## src/rtl/prog_loader_pkg.sv

```systemverilog
// rtl/prog_loader_pkg.sv - shared types and constants for the program loader
// Purpose: loader FSM state encoding and word geometry.
// Ports: none (package).
package prog_loader_pkg;

    typedef enum logic [2:0] {
        IDLE,
        COLLECT,
        WRITE,
        CKSUM,
        DONE
    } t_ldr_state;

    localparam int WORD_BYTES = 4;

endpackage

```

## src/rtl/prog_loader_word_packer.sv

```systemverilog
// rtl/prog_loader_word_packer.sv - little-endian byte-to-word packer
// Purpose: collects WORD_BYTES stream bytes into one 32-bit word.
// Ports:
//   clk, rst       clock, synchronous active-high reset
//   clear          restart packing at byte 0
//   byte_en        a byte transfers this cycle
//   byte_data      the transferring byte
//   word           packed word; complete while word_full is high
//   word_full      high on the transfer that supplies the last byte
module prog_loader_word_packer
    import prog_loader_pkg::*;
(
    input  logic        clk,
    input  logic        rst,
    input  logic        clear,
    input  logic        byte_en,
    input  logic [7:0]  byte_data,
    output logic [31:0] word,
    output logic        word_full
);

    localparam int CNT_W = $clog2(WORD_BYTES);

    logic [CNT_W-1:0] cnt_q;
    // Holds the first three bytes; the fourth comes straight from the input
    // so the full word is available on the same cycle as its last byte.
    logic [23:0]      sr_q;

    always_ff @(posedge clk) begin
        if (rst || clear) begin
            cnt_q <= '0;
            sr_q  <= '0;
        end else if (byte_en) begin
            cnt_q <= cnt_q + 1'b1;
            sr_q  <= {byte_data, sr_q[23:8]};
        end
    end

    assign word      = {byte_data, sr_q};
    assign word_full = byte_en && (cnt_q == CNT_W'(WORD_BYTES - 1));

endmodule

```

## src/rtl/prog_loader.sv

```systemverilog
// rtl/prog_loader.sv - instruction memory writer fed by a byte stream
// Purpose: packs streamed bytes into 32-bit words, writes them to consecutive
// word addresses from BASE_ADDR, and holds the core in reset until done.
// Optional macro PROG_LOADER_CHECKSUM_EN: trailing 32-bit checksum word,
// compared against the running sum of written words; mismatch sets err_o.
// Ports:
//   clk_i, rst_i                  clock, synchronous active-high reset
//   start_i, num_words_i          begin a load of num_words_i words (IDLE only)
//   byte_data_i/valid_i/ready_o   byte stream handshake
//   mem_addr_o/wr_en_o/data_o     memory write port
//   core_hold_o                   keep the core in reset
//   busy_o, done_o, err_o         status
module prog_loader
    import prog_loader_pkg::*;
#(
    parameter int ADDR_W    = 10,
    parameter int BASE_ADDR = 0
) (
    input  logic              clk_i,
    input  logic              rst_i,
    input  logic              start_i,
    input  logic [ADDR_W:0]   num_words_i,
    input  logic [7:0]        byte_data_i,
    input  logic              byte_valid_i,
    output logic              byte_ready_o,
    output logic [ADDR_W-1:0] mem_addr_o,
    output logic              mem_wr_en_o,
    output logic [31:0]       mem_data_o,
    output logic              core_hold_o,
    output logic              busy_o,
    output logic              done_o,
    output logic              err_o
);

    localparam logic [ADDR_W:0] MAX_COUNT = {1'b1, {ADDR_W{1'b0}}};

    t_ldr_state        state_q, state_d;
    logic [ADDR_W:0]   count_q;
    logic [ADDR_W:0]   word_idx_q;
    logic [ADDR_W-1:0] mem_addr_q;
    logic [31:0]       mem_data_q;
    logic              hold_q;

    logic              start_ok;
    logic              xfer;
    logic              last_word;
    logic              pk_full;
    logic [31:0]       pk_word;
    logic [ADDR_W-1:0] cur_addr;

    assign start_ok  = (state_q == IDLE) && start_i;
    assign xfer      = byte_valid_i && byte_ready_o;
    assign last_word = (word_idx_q + (ADDR_W+1)'(1)) == count_q;
    // Truncation to ADDR_W bits gives the silent wrap past the top word.
    assign cur_addr  = ADDR_W'(BASE_ADDR) + word_idx_q[ADDR_W-1:0];

    prog_loader_word_packer u_packer (
        .clk       (clk_i),
        .rst       (rst_i),
        .clear     (start_ok),
        .byte_en   (xfer),
        .byte_data (byte_data_i),
        .word      (pk_word),
        .word_full (pk_full)
    );

    always_ff @(posedge clk_i) begin
        if (rst_i) begin
            state_q <= IDLE;
        end else begin
            state_q <= state_d;
        end
    end

    always_comb begin
        state_d      = state_q;
        byte_ready_o = 1'b0;
        case (state_q)
            IDLE: begin
                if (start_i) begin
                    state_d = (num_words_i == '0) ? DONE : COLLECT;
                end
            end
            COLLECT: begin
                byte_ready_o = 1'b1;
                if (pk_full) begin
                    state_d = WRITE;
                end
            end
            WRITE: begin
                if (last_word) begin
`ifdef PROG_LOADER_CHECKSUM_EN
                    state_d = CKSUM;
`else
                    state_d = DONE;
`endif
                end else begin
                    state_d = COLLECT;
                end
            end
`ifdef PROG_LOADER_CHECKSUM_EN
            CKSUM: begin
                byte_ready_o = 1'b1;
                if (pk_full) begin
                    state_d = DONE;
                end
            end
`endif
            DONE:    state_d = IDLE;
            default: state_d = IDLE;
        endcase
    end

    always_ff @(posedge clk_i) begin
        if (rst_i) begin
            count_q    <= '0;
            word_idx_q <= '0;
            mem_addr_q <= '0;
            mem_data_q <= '0;
            hold_q     <= 1'b1;
        end else begin
            if (start_ok) begin
                count_q    <= (num_words_i > MAX_COUNT) ? MAX_COUNT : num_words_i;
                word_idx_q <= '0;
                hold_q     <= 1'b1;
            end
            // Address and data are captured on the last byte so they are
            // stable through WRITE and keep their value afterwards.
            if ((state_q == COLLECT) && pk_full) begin
                mem_addr_q <= cur_addr;
                mem_data_q <= pk_word;
            end
            if (state_q == WRITE) begin
                word_idx_q <= word_idx_q + (ADDR_W+1)'(1);
            end
            if (state_q == DONE) begin
                hold_q <= 1'b0;
            end
        end
    end

`ifdef PROG_LOADER_CHECKSUM_EN
    logic [31:0] sum_q;
    logic        err_q;

    always_ff @(posedge clk_i) begin
        if (rst_i) begin
            sum_q <= '0;
            err_q <= 1'b0;
        end else begin
            if (start_ok) begin
                sum_q <= '0;
                err_q <= 1'b0;
            end else if ((state_q == COLLECT) && pk_full) begin
                sum_q <= sum_q + pk_word;
            end
            if ((state_q == CKSUM) && pk_full && (pk_word != sum_q)) begin
                err_q <= 1'b1;
            end
        end
    end

    assign err_o = err_q;
`else
    assign err_o = 1'b0;
`endif

    assign mem_wr_en_o = (state_q == WRITE);
    assign mem_addr_o  = mem_addr_q;
    assign mem_data_o  = mem_data_q;
    // Hold drops in the DONE cycle itself, together with the done pulse.
    assign core_hold_o = hold_q && (state_q != DONE);
    assign busy_o      = (state_q != IDLE);
    assign done_o      = (state_q == DONE);

endmodule

```

## config.mk

```make
export PLATFORM = sky130hd
export DESIGN_NAME = prog_loader
export DESIGN_NICKNAME = d
export VERILOG_FILES = /design/src/rtl/prog_loader_pkg.sv /design/src/rtl/prog_loader_word_packer.sv /design/src/rtl/prog_loader.sv
export SDC_FILE = /design/constraint.sdc
export NUM_CORES = 1
export LEC_CHECK = 0
export BUFFER_PORTS_ARGS = -buffer_cell sky130_fd_sc_hd__buf_2
export CAP_MARGIN = 20
export CELL_PAD_IN_SITES_DETAIL_PLACEMENT = 1
export CELL_PAD_IN_SITES_GLOBAL_PLACEMENT = 1
export CORE_ASPECT_RATIO = 1.4
export CORE_UTILIZATION = 45
export CTS_BUF_LIST = sky130_fd_sc_hd__clkbuf_4 sky130_fd_sc_hd__clkbuf_8
export CTS_CLUSTER_DIAMETER = 50
export CTS_CLUSTER_SIZE = 20
export DETAILED_ROUTE_END_ITERATION = 8
export PLACE_DENSITY = 0.95
export SLEW_MARGIN = 10
export SYNTH_ARGS = -nofsm -noshare
export SYNTH_HDL_FRONTEND = slang
export SYNTH_SLANG_ARGS = --single-unit
```

## constraint.sdc

```tcl
create_clock -name clk_i -period 5.4 [get_ports clk_i]
set_input_delay 0.27 -clock clk_i [delete_from_list [all_inputs] [get_ports clk_i]]
set_output_delay 0.27 -clock clk_i [all_outputs]
set_load 0.005 [all_outputs]
```

==> key figures <==
Status
  • Outcome: completed

Clocking
  • Bufs on Longest Clock Path: 2
  • Clock root buffer: clkbuf_8
  • Clock transition at the registers of the reported paths: 0.09 ns
  • H-tree levels: 3
  • CTS tree: done
  • Post CTS Setup Buffer Count: 0
  • PostCTS Resize Cnt: 0
  • CTS Buf Count: 9
  • Clk Latency, worst-skew pair: 0.37 ns
  • Post-CTS Hold Buffers: 0
  • Clock sinks: 94

STA
  • Worst Slack Setup Final: 2.70 ns
  • Fin crit share: 0.500
  • Finish-stage setup viols: 0
  • Final Critical Period: 2.70 ns
  • Fmax: 0.370 GHz
  • Relative slew slack: 0.270
  • Slew Limit Fails: 0
  • Setup repair after global routing missed its margin: no
  • Setup TNS Final: 0 ns
  • Clock skew: 0.0100 ns
  • Final Hold Viols: 0
  • Worst-margin pin slew: 1.10 ns
  • Worst hold slack: 0.126 ns

Route
  • Residual DRC: 0
  • Drt first pass iters: 4
  • Drt wl/cell: 16.6 um
  • Initial DRC Count: 119
  • Antenna Nets Post-Route: 0
  • Vias/cell: 5.54
  • Via count: 3,482
  • Final WL: 10.5 mm

Critical path
  • Worst-path cell chain: nor3b_1 -> and2_1 -> nand2_1 -> buf_4 -> nand2_1 -> a21oi_1
  • Worst setup path startpoint: state_q[0]
  • Critical path capture point type: flop
  • CP Launch Type: flop
  • Worst path top cell family by delay: simple AND/OR/NAND/NOR gates
  • Kind of critical path: flop to flop
  • Cells on worst reg2reg path: 6
  • Worst path depth: 6
  • Crit path arrival time: 2.91 ns
  • CP peak stage delay: 0.85 ns
  • CP max-delay cell: and2_1
  • RR Startpoint: state_q[0]
  • Top cell by count, worst path: nand2_1
  • CP Max Fanout: 43
  • Crit path buf inv count: 1
  • CP Data Required Time: 5.60 ns

Worst hold path
  • Hold Startpoint: num_words_i[4]
  • Hold path depth: 2
  • Hold Path Class: primary input to flop

Global routing
  • GR Util All Layers: 0.261
  • Largest net degree at the start of global routing: 62
  • Vias in the first global route: 3,593
  • First-pass GRT wire length: 17.1 mm
  • Initial antenna violation count: 0
  • Grt ovf: 0

Die
  • Num ports: 71
  • Core area: 8150 um^2
  • FP Rows: 39
  • Die height: 110 um
  • Initial Util: 0.463
  • Die area: 8760 um^2
  • Die X: 79.4 um

Synthesis
  • Number of synthesized flops with an enable pin: 0
  • Synthesized flop and latch total: 94
  • Syn Inst Count: 471
  • Post-synthesis sequential area ratio: 0.499
  • Synth warn: 0
  • Synth Flop Type: dfxtp_1
  • Yosys top cell area share: 0.499
  • Top post-synthesis cells by area: dfxtp_1 (50%), nand2_1 (15%), a21oi_1 (11%)
  • Synth async-reset ratio: 0
  • Syn Area/Cell: 8.01 um^2
  • Area leader, netlist: dfxtp_1
  • Yosys cell types: 44
  • Post-synthesis net count: 496
  • Synth Cell Area: 3770 um^2

Power and ir drop
  • Pleak: 1.68 nW
  • Clk pwr share: 0.434
  • Total chip power: 1.36 mW
  • Comb power frac: 0.047
  • Max VDD drop: 0.211 mV
  • Sw Ratio: 0.225
  • Sequential power share: 0.519
  • P_int: 1.05 mW
  • PD cells: 311 nW/um^2
  • Sw power: 0.305 mW

Final layout
  • FILL cells: 1,020
  • Final instance count without filler cells: 629
  • Nets: 547
  • Area of the multi-input gates: 1730 um^2
  • Seq. cell area: 1880 um^2
  • Fin area: 4360 um^2
  • Share of layout cells above drive strength 1: 0.182
  • Final Core Density: 0.536
  • Diode count: 0
  • Area growth, synth to finish: 15.7%

Placement
  • Routability Congestion: 0.921
  • PortBufs: 69
  • Placed cell count: 612
  • DP Area: 4100 um^2
  • Dpl hpwl: 7.08 mm
  • Worst slack at placement: 2.79 ns

Run
  • Max-Cap Viols: 0
## layout make-up
cell class              count  share of cell area
clock buffers              11              0.0347
clock inverters             5              0.0238
inverters                   2             0.00172
multi-input cells         343               0.396
flip-flops and latches     94               0.431
well taps                 102              0.0292
repair buffers             72              0.0837
## worst paths after layout
path | end | slack (ns)
setup / recovery | mem_data_o[12] | 2.70
hold / removal | count_q[4] | 0.13
setup reg to reg | mem_data_o[12] | 2.70
hold reg to reg | mem_addr_o[6] | 0.45
## cell usage in the layout, fill, tap and decap left out, drive strengths merged, types with 4 or more instances in the layout
| cell | n |
|---|---|
| xor2 | 5 |
| nor2 | 22 |
| buf | 72 |
| nand3 | 7 |
| a22o | 10 |
| xnor2 | 11 |
| nor4 | 6 |
| a21oi | 80 |
| o21ai | 8 |
| clkbuf | 11 |
| nor3 | 7 |
| nor2b | 4 |
| nand2 | 153 |
| dfxtp | 94 |
## sequential cells by signal, summed over array words and instances (netlist names)
register,flops
count_q,11
word_idx_q,11
hold_q,1
mem_addr_o,10
state_q,3
u_packer.cnt_q,2
u_packer.sr_q,24
mem_data_o,32
## synth_stat cells (all sizes together), types with 3 or more instances
cell type	count
a21oi	80
a22o	10
and2	3
buf	7
clkbuf	24
dfxtp	94
nand2	153
nand3	7
nor2	22
nor2b	4
nor3	7
nor4	6
o21ai	8
xnor2	11
xor2	5
## kinds of logic (layout without fill, tap and decap cells)
family,after synthesis,after routing,share of synthesized area
AND/OR/NAND/NOR,217,217,0.252
buffers and inverters,34,90,0.0431
XOR/XNOR,16,16,0.0372
flip-flops,94,94,0.499
AO/OA/AOI/OAI,106,106,0.158
adder cells (fa/ha/maj),2,2,0.00663
multiplexers,1,1,0.00299
other,1,1,0.000994
## per-layer routing
layer	up-vias	part of all wire	global-route usage
met1	1707	0.37	0.262
met4	0	0.043	0.160
met3	30	0.034	0.0469
li1	1664	-	-
met2	81	0.55	0.493
met5	-	0	0
## power by group through the flow
stage | clock (mW) | combinational, mW | sequential [mW]
2_1_floorplan | 0 | 0.0417 | 0.719
3_3_place_gp | 0 | 0.0597 | 0.721
3_5_place_dp | 0 | 0.0619 | 0.722
4_1_cts | 0.594 | 0.0635 | 0.705
5_1_grt | 0.627 | 0.0699 | 0.707
6_report | 0.590 | 0.0634 | 0.706
(Power assumes the default switching activity.)
